<file path="config.mk">
export PLATFORM = sky130hd
export DESIGN_NAME = csr_exec_stage_flat
export DESIGN_NICKNAME = d
export VERILOG_FILES = /design/src/rtl/csr_exec_stage_if.sv /design/src/rtl/csr_exec_stage.sv /design/src/flat_wrapper.sv
export SDC_FILE = /design/constraint.sdc
export NUM_CORES = 1
export LEC_CHECK = 0
export BUFFER_PORTS_ARGS = -buffer_cell sky130_fd_sc_hd__buf_2
export CORE_ASPECT_RATIO = 2
export CORE_MARGIN = 2
export CORE_UTILIZATION = 43
export CTS_CLUSTER_SIZE = 10
export DETAILED_ROUTE_END_ITERATION = 8
export PLACE_DENSITY = 0.72
export SETUP_SLACK_MARGIN = 0.15
export SLEW_MARGIN = 15
export SYNTH_ARGS = -nofsm -noshare
export SYNTH_HDL_FRONTEND = slang
export SYNTH_SLANG_ARGS = --single-unit
</file>
<file path="constraint.sdc">
create_clock -name clk -period 7.5 [get_ports clk]
set_input_delay 2.25 -clock clk [delete_from_list [all_inputs] [get_ports clk]]
set_output_delay 2.25 -clock clk [all_outputs]
set_load 0.005 [all_outputs]
</file>
<file path="src/rtl/csr_exec_stage_if.sv">
// Purpose: bundles the EX-side instruction fields, the CSR regfile ports and the WB outputs of csr_exec_stage.
// Latency: none; this is a plain signal bundle.
// Backpressure: stall_i travels on this bundle. Upstream holds the EX instruction while stall_i is high.
interface csr_exec_stage_if #(
  parameter int COUNT_WIDTH = 32
);
  // EX stage instruction fields
  logic                   ex_valid_i;
  logic [2:0]             ex_funct3_i;
  logic [11:0]            ex_csr_addr_i;
  logic [4:0]             ex_rs1_idx_i;
  logic [31:0]            ex_rs1_data_i;
  logic [4:0]             ex_rd_idx_i;
  logic                   stall_i;
  logic                   flush_i;

  // CSR regfile read port (combinational)
  logic [11:0]            csr_read_addr_o;
  logic [31:0]            csr_data_read_i;

  // CSR regfile write port (registered)
  logic                   csr_write_en_o;
  logic [11:0]            csr_write_addr_o;
  logic [31:0]            csr_write_data_o;

  // GPR write-back (registered)
  logic                   wb_rd_we_o;
  logic [4:0]             wb_rd_idx_o;
  logic [31:0]            wb_rd_data_o;

  // Committed CSR write counter
  logic [COUNT_WIDTH-1:0] csr_wr_count_o;

  // Stage side: consumes the EX fields and the read data, and drives everything else
  modport slave (
    input  ex_valid_i, ex_funct3_i, ex_csr_addr_i, ex_rs1_idx_i, ex_rs1_data_i, ex_rd_idx_i,
    input  stall_i, flush_i, csr_data_read_i,
    output csr_read_addr_o, csr_write_en_o, csr_write_addr_o, csr_write_data_o,
    output wb_rd_we_o, wb_rd_idx_o, wb_rd_data_o, csr_wr_count_o
  );

  // Pipeline/regfile side: the mirror image of slave
  modport master (
    output ex_valid_i, ex_funct3_i, ex_csr_addr_i, ex_rs1_idx_i, ex_rs1_data_i, ex_rd_idx_i,
    output stall_i, flush_i, csr_data_read_i,
    input  csr_read_addr_o, csr_write_en_o, csr_write_addr_o, csr_write_data_o,
    input  wb_rd_we_o, wb_rd_idx_o, wb_rd_data_o, csr_wr_count_o
  );
endinterface

</file>
<file path="src/rtl/csr_exec_stage.sv">
// Purpose: executes Zicsr read-modify-write ops and bypasses the pending WB write. It also counts committed CSR writes.
// Latency: EX is read combinationally. The result is registered into a one-deep WB stage, and the regfile commits it one edge later.
// Backpressure: stall_i or flush_i loads a bubble into WB. A stalled instruction is re-presented by upstream.
module csr_exec_stage #(
  parameter int CSR_ADDR_LEN = 4,
  parameter int COUNT_WIDTH  = 32
) (
  input  logic             clk,
  input  logic             rst,
  csr_exec_stage_if.slave  bus
);

  typedef struct packed {
    logic        csr_we;
    logic [11:0] csr_addr;
    logic [31:0] csr_data;
    logic        rd_we;
    logic [4:0]  rd_idx;
    logic [31:0] rd_data;
  } wb_t;

  wb_t                    wb_d, wb_q;
  logic [COUNT_WIDTH-1:0] cnt_d, cnt_q;

  logic        ex_op;
  logic        ex_hit;
  logic        ex_wr;
  logic        ex_rdw;
  logic [31:0] ex_src;
  logic [31:0] ex_old;
  logic [31:0] ex_new;

  // The regfile reads combinationally at the EX address
  assign bus.csr_read_addr_o = bus.ex_csr_addr_i;

  // EX datapath: pick the source, bypass the WB write on an aliased address, and apply the RW/RS/RC op
  always_comb begin
    ex_op  = bus.ex_valid_i && (bus.ex_funct3_i[1:0] != 2'b00);
    ex_src = bus.ex_funct3_i[2] ? {27'b0, bus.ex_rs1_idx_i} : bus.ex_rs1_data_i;
    // The regfile decodes only the low address bits, so the bypass compares only those bits too
    ex_hit = wb_q.csr_we &&
             (wb_q.csr_addr[CSR_ADDR_LEN-1:0] == bus.ex_csr_addr_i[CSR_ADDR_LEN-1:0]);
    ex_old = ex_hit ? wb_q.csr_data : bus.csr_data_read_i;
    ex_new = ex_old;
    case (bus.ex_funct3_i[1:0])
      2'b01:   ex_new = ex_src;
      2'b10:   ex_new = ex_old | ex_src;
      2'b11:   ex_new = ex_old & ~ex_src;
      default: ex_new = ex_old;
    endcase
    // Set/clear ops with a zero source must not write. This avoids side effects on read-only CSRs.
    ex_wr  = ex_op && ((bus.ex_funct3_i[1:0] == 2'b01) || (bus.ex_rs1_idx_i != 5'd0));
    ex_rdw = ex_op && (bus.ex_rd_idx_i != 5'd0);
  end

  // Next WB entry: a bubble unless an op is accepted this cycle
  always_comb begin
    wb_d = '0;
    if (!bus.stall_i && !bus.flush_i && ex_op) begin
      wb_d.csr_we   = ex_wr;
      wb_d.csr_addr = bus.ex_csr_addr_i;
      wb_d.csr_data = ex_new;
      wb_d.rd_we    = ex_rdw;
      wb_d.rd_idx   = bus.ex_rd_idx_i;
      wb_d.rd_data  = ex_old;
    end
  end

  // The counter advances on the edge where the regfile commits the live WB write
  always_comb begin
    cnt_d = cnt_q + COUNT_WIDTH'(wb_q.csr_we);
  end

  // WB and counter state. Reset drops any pending write immediately.
  always_ff @(posedge clk or posedge rst) begin
    if (rst) begin
      wb_q  <= '0;
      cnt_q <= '0;
    end else begin
      wb_q  <= wb_d;
      cnt_q <= cnt_d;
    end
  end

  assign bus.csr_write_en_o   = wb_q.csr_we;
  assign bus.csr_write_addr_o = wb_q.csr_addr;
  assign bus.csr_write_data_o = wb_q.csr_data;
  assign bus.wb_rd_we_o       = wb_q.rd_we;
  assign bus.wb_rd_idx_o      = wb_q.rd_idx;
  assign bus.wb_rd_data_o     = wb_q.rd_data;
  assign bus.csr_wr_count_o   = cnt_q;

endmodule
</file>
<file path="src/flat_wrapper.sv">
// flat-port wrapper written by rule: the top's interface ports become plain ports
module csr_exec_stage_flat 
#(
  parameter int CSR_ADDR_LEN = 4,
  parameter int COUNT_WIDTH  = 32
)
  (clk, rst, bus_ex_valid_i, bus_ex_funct3_i, bus_ex_csr_addr_i, bus_ex_rs1_idx_i, bus_ex_rs1_data_i, bus_ex_rd_idx_i, bus_stall_i, bus_flush_i, bus_csr_data_read_i, bus_csr_read_addr_o, bus_csr_write_en_o, bus_csr_write_addr_o, bus_csr_write_data_o, bus_wb_rd_we_o, bus_wb_rd_idx_o, bus_wb_rd_data_o, bus_csr_wr_count_o);
  csr_exec_stage_if #(.COUNT_WIDTH(COUNT_WIDTH)) bus_i ();
  input  logic clk;
  input  logic rst;
  input wire logic [$bits(bus_i.ex_valid_i)-1:0] bus_ex_valid_i;
  input wire logic [$bits(bus_i.ex_funct3_i)-1:0] bus_ex_funct3_i;
  input wire logic [$bits(bus_i.ex_csr_addr_i)-1:0] bus_ex_csr_addr_i;
  input wire logic [$bits(bus_i.ex_rs1_idx_i)-1:0] bus_ex_rs1_idx_i;
  input wire logic [$bits(bus_i.ex_rs1_data_i)-1:0] bus_ex_rs1_data_i;
  input wire logic [$bits(bus_i.ex_rd_idx_i)-1:0] bus_ex_rd_idx_i;
  input wire logic [$bits(bus_i.stall_i)-1:0] bus_stall_i;
  input wire logic [$bits(bus_i.flush_i)-1:0] bus_flush_i;
  input wire logic [$bits(bus_i.csr_data_read_i)-1:0] bus_csr_data_read_i;
  output wire logic [$bits(bus_i.csr_read_addr_o)-1:0] bus_csr_read_addr_o;
  output wire logic [$bits(bus_i.csr_write_en_o)-1:0] bus_csr_write_en_o;
  output wire logic [$bits(bus_i.csr_write_addr_o)-1:0] bus_csr_write_addr_o;
  output wire logic [$bits(bus_i.csr_write_data_o)-1:0] bus_csr_write_data_o;
  output wire logic [$bits(bus_i.wb_rd_we_o)-1:0] bus_wb_rd_we_o;
  output wire logic [$bits(bus_i.wb_rd_idx_o)-1:0] bus_wb_rd_idx_o;
  output wire logic [$bits(bus_i.wb_rd_data_o)-1:0] bus_wb_rd_data_o;
  output wire logic [$bits(bus_i.csr_wr_count_o)-1:0] bus_csr_wr_count_o;
  assign bus_i.ex_valid_i = bus_ex_valid_i;
  assign bus_i.ex_funct3_i = bus_ex_funct3_i;
  assign bus_i.ex_csr_addr_i = bus_ex_csr_addr_i;
  assign bus_i.ex_rs1_idx_i = bus_ex_rs1_idx_i;
  assign bus_i.ex_rs1_data_i = bus_ex_rs1_data_i;
  assign bus_i.ex_rd_idx_i = bus_ex_rd_idx_i;
  assign bus_i.stall_i = bus_stall_i;
  assign bus_i.flush_i = bus_flush_i;
  assign bus_i.csr_data_read_i = bus_csr_data_read_i;
  assign bus_csr_read_addr_o = bus_i.csr_read_addr_o;
  assign bus_csr_write_en_o = bus_i.csr_write_en_o;
  assign bus_csr_write_addr_o = bus_i.csr_write_addr_o;
  assign bus_csr_write_data_o = bus_i.csr_write_data_o;
  assign bus_wb_rd_we_o = bus_i.wb_rd_we_o;
  assign bus_wb_rd_idx_o = bus_i.wb_rd_idx_o;
  assign bus_wb_rd_data_o = bus_i.wb_rd_data_o;
  assign bus_csr_wr_count_o = bus_i.csr_wr_count_o;
  csr_exec_stage #(.CSR_ADDR_LEN(CSR_ADDR_LEN), .COUNT_WIDTH(COUNT_WIDTH)) u_core (.clk(clk), .rst(rst), .bus(bus_i));
endmodule
</file>
After elaboration in Yosys (flattened, before gate mapping)
Cells that the tools add are included.

word-level totals
  register bits after elaboration = 115
  input bits = 94
  output and inout bits = 127
  logic and storage cells = 31

operators by class
  $add $sub $neg = 1
  equal/unequal tests = 4
  muxes and demuxes = 4
  bitwise gates (word level) = 3
  reductions and logical operators = 12

operators by type and width
  kind                                                  count
  one-hot mux 32 bit (3 select lines)                   1
  two-way mux 83 bit                                    1
  two-way mux 32 bit                                    2
  adder 32 x 1 -> 32 bit                                1
  AND 32 bit                                            1
  NOT 32 bit                                            1
  OR 32 bit                                             1
  nonzero test 5 bit                                    2
  logical AND 1 bit                                     6
  equality test 2 bit (second input constant)           2
  equality test 4 bit                                   1
  equality test 2 x 1 -> 1 bit (second input constant)  1
  zero test 1 bit                                       2
  nonzero test 2 bit                                    1
  logical OR 1 bit                                      1

Depth between registers and ports, before layout
  depth after elaboration = 6
  depth in mapped cells = 6
  gate-level depth less buffers = 6

Least setup slack after synthesis
OpenSTA, ideal clock, no wires.

  path kind = input to output
  from = input port bus_ex_csr_addr_i[0]
  to = output port bus_csr_read_addr_o[0]
  arrival time = 2.361 ns
  data required time = 5.250 ns
  setup slack = 2.889 ns
  stages on the path = 1
  buffers on the path = 1
  cell sequence = buf_4

RTL lines
  item         line                source
  from (decl)  flat_wrapper.sv:13  input wire logic [$bits(bus_i.ex_csr_addr_i)-1:0] bus_ex_csr_addr_i;
  to (decl)    flat_wrapper.sv:20  output wire logic [$bits(bus_i.csr_read_addr_o)-1:0] bus_csr_read_addr_o;

No word-level cell between the ends.

Worst setup path in the final report
  from = input port bus_ex_csr_addr_i[2]
  to = output port bus_csr_read_addr_o[2]

No word-level cell between the ends.

==> results_dict.tcl <==
set metrics [dict create \
    fin_util 0.569 \
    die_h_um 165 \
    core_area_mm2 0.0128 \
    max_freq_mhz 210 \
    fin_crit_sh 0.633 \
    critPathTopFamily "buffers and inverters" \
    crit_fanout 3 \
    cp_slowest_cell "buf_2" \
    arrival_ps 2500 \
    drc 0 \
    cts_buffer_depth 2 \
    critPathKind "input port to output port" \
    drv_slew 0 \
    port_buffers 220 \
    min_path_type "register to register" \
    finalHoldViolations 0 \
    cp.required_ps 5250 \
    ios 221 \
    synth.distinct_cells 39 \
    grt_overflow 0 \
    post_cts_buffers 0 \
    post_drt_wl_per_cell_um 17.1 \
    start_kind "input port" \
    diodes 0 \
    routed_wl_um 16100 \
    place_congestion 0.803 \
    vias 5139 \
    layout.nets 869 \
    rsz0062_at_grt "false" \
    crit_path_cell_trace "buf_2 -> buf_2" \
    slew_headroom 0.311 \
    clk_latency_ps 410 \
    cap_violations 0 \
    routed_via_density 5.48 \
    place_inst 906 \
    dieArea_mm2 0.0140 \
    die_w_um 84.6 \
    cp-end-kind "output port" \
    path_buf_inv 2 \
    clk_pin_slew_ps 50 \
    yosys_most_used_dff "dfrtp_1" \
    crit_top_cell "buf_2" \
    worst_slew_pin_slew_ps 1030 \
    drtIter0Drc 351 \
    cts_root_buffer "clkbuf_16" \
    syn_nets 674 \
    ctsHoldBuffers 0 \
    cts_max_level 4 \
    clock_sinks 115 \
    ys_ff_latch 115 \
    ir_worst_vdd_v 0.000169 \
    drt_first_pass_iters 5 \
    dpl.hpwl_um 10700 \
    total_leakage_power_nw 3.75 \
    synth_edf_count 0 \
    async_reset_ff_frac 1.00 \
    grt_pass1_wl_um 25600 \
    slowest_delay_ps 130 \
    layout_commonest_cell "buf_2" \
    antenna_found_initial 1 \
    area_delta_synth_final_pct 30.6 \
    rows 59 \
    synth_area_mm2 0.00559 \
    fin_crit_ps 4750 \
    cts_resized 0 \
    syn_inst 578 \
    skew_ps 16.4 \
    cts_tree "yes" \
    ys_seq_area_frac 0.515 \
    finish.instance_area_mm2 0.00730 \
    ant_nets 0 \
    dpl_cell_area_mm2 0.00670 \
    drive_above_1_share 0.349 \
    syn_area_per_cell_um2 9.68 \
    power.density_mw_per_mm2 224 \
    grt_pass1_vias 5006 \
    totalNegativeSetupSlack_ps 0 \
    setup_viol 0 \
    layout_common_cells "buf_2, dfrtp_1, o21ai_0" \
    ys_warn_count 0 \
    grt_max_degree 60 \
    instances_no_fill 938 \
    cts_buffers 17 \
    start_util 0.435 \
    track_usage 0.233 \
    status "finished clean" \
]
-- final cells by class --
cell class              instances  area, µm²
clock buffers                  19        443
clock inverters                13        160
fillers                      1167       5540
inverters                       9       37.5
multi-input cells             404       2450
flip-flops and latches        115       2880
well taps                     152        190
repair buffers                226       1150
-- per-layer routing --
layer / GRT usage / vias up / share of wire
li1: - / 2384 / -
met1: 0.300 / 2427 / 0.42
met2: 0.368 / 299 / 0.46
met3: 0.0686 / 27 / 0.092
met4: 0.0924 / 2 / 0.022
met5: 0 / - / 0.00069
-- synthesized netlist by cell type, types with 2 or more instances --
cell,n,area [µm²]
a21oi_1,33,165
a31oi_1,23,144
and2_1,19,119
and3_1,15,93.8
and4_1,3,26.3
buf_2,4,20.0
buf_4,12,90.1
clkbuf_1,33,124
dfrtp_1,115,2880
ha_1,2,25.0
inv_1,7,26.3
mux2_2,4,45.0
nand2_1,31,116
nand3_1,54,270
nand4_1,12,75.1
nor2_1,36,135
nor2b_1,28,175
nor3_1,2,10.0
nor3b_1,7,52.6
nor4_2,2,25.0
o2111ai_1,4,35.0
o21ai_0,59,295
o21ai_1,2,10.0
xnor2_1,48,420
xor2_1,9,78.8
-- worst paths after layout --
check / cells past startpoint / endpoint / startpoint / slack [ps]
max in group asynchronous: 3 / u_core.bus.csr_wr_count_o[30]$_DFF_PP0_ / rst / 4310
setup reg to reg: 6 / u_core.bus.csr_wr_count_o[28]$_DFF_PP0_ / u_core.bus.csr_write_en_o$_DFF_PP0_ / 5100
hold / removal: 1 / u_core.bus.csr_wr_count_o[31]$_DFF_PP0_ / u_core.bus.csr_wr_count_o[31]$_DFF_PP0_ / 490
hold reg to reg: 1 / u_core.bus.csr_wr_count_o[31]$_DFF_PP0_ / u_core.bus.csr_wr_count_o[31]$_DFF_PP0_ / 490
setup / recovery: 2 / bus_csr_read_addr_o[2] / bus_ex_csr_addr_i[2] / 2750
min in group asynchronous: 2 / u_core.bus.csr_wr_count_o[23]$_DFF_PP0_ / rst / 1970
-- power breakdown --
part / switching (W) / leakage [nW] / internal (W) / total (W)
sequential: 0.0000205 / 1.58 / 0.000643 / 0.000663
combinational: 0.0000897 / 1.89 / 0.0000659 / 0.000156
clock: 0.000290 / 0.281 / 0.000529 / 0.000820
-- state kept, by name (all words and copies together), names as in the netlist --
register                     count
u_core.bus.wb_rd_we_o            1
u_core.bus.csr_wr_count_o       32
u_core.bus.csr_write_data_o     32
u_core.bus.csr_write_addr_o     12
u_core.bus.wb_rd_data_o         32
u_core.bus.wb_rd_idx_o           5
u_core.bus.csr_write_en_o        1
-- cells by family after synthesis --
group                      Yosys count  synth area share
xor gates and xnor gates            57            0.0893
AOI/OAI and AO/OA                  121             0.116
buffers and inverters               59            0.0488
DFF                                115             0.515
and+or+nand+nor                    219             0.217
muxes                                5           0.00984
adders and majority gates            2           0.00447
-- stage by stage --
| stage | hold WS, ps | worst slack (ps) | total power [W] |
|---|---|---|---|
| finish | 494 | 2750 | 0.00164 |
| floorplan | 468 | 2210 | 0.000756 |
| global route | 507 | 2740 | 0.00171 |
| CTS | 496 | 2750 | 0.00166 |
| detailed placement | 465 | 2750 | 0.000830 |
| global placement | 462 | 2750 | 0.000827 |
Note: power is estimated with default switching activity, not from simulation.
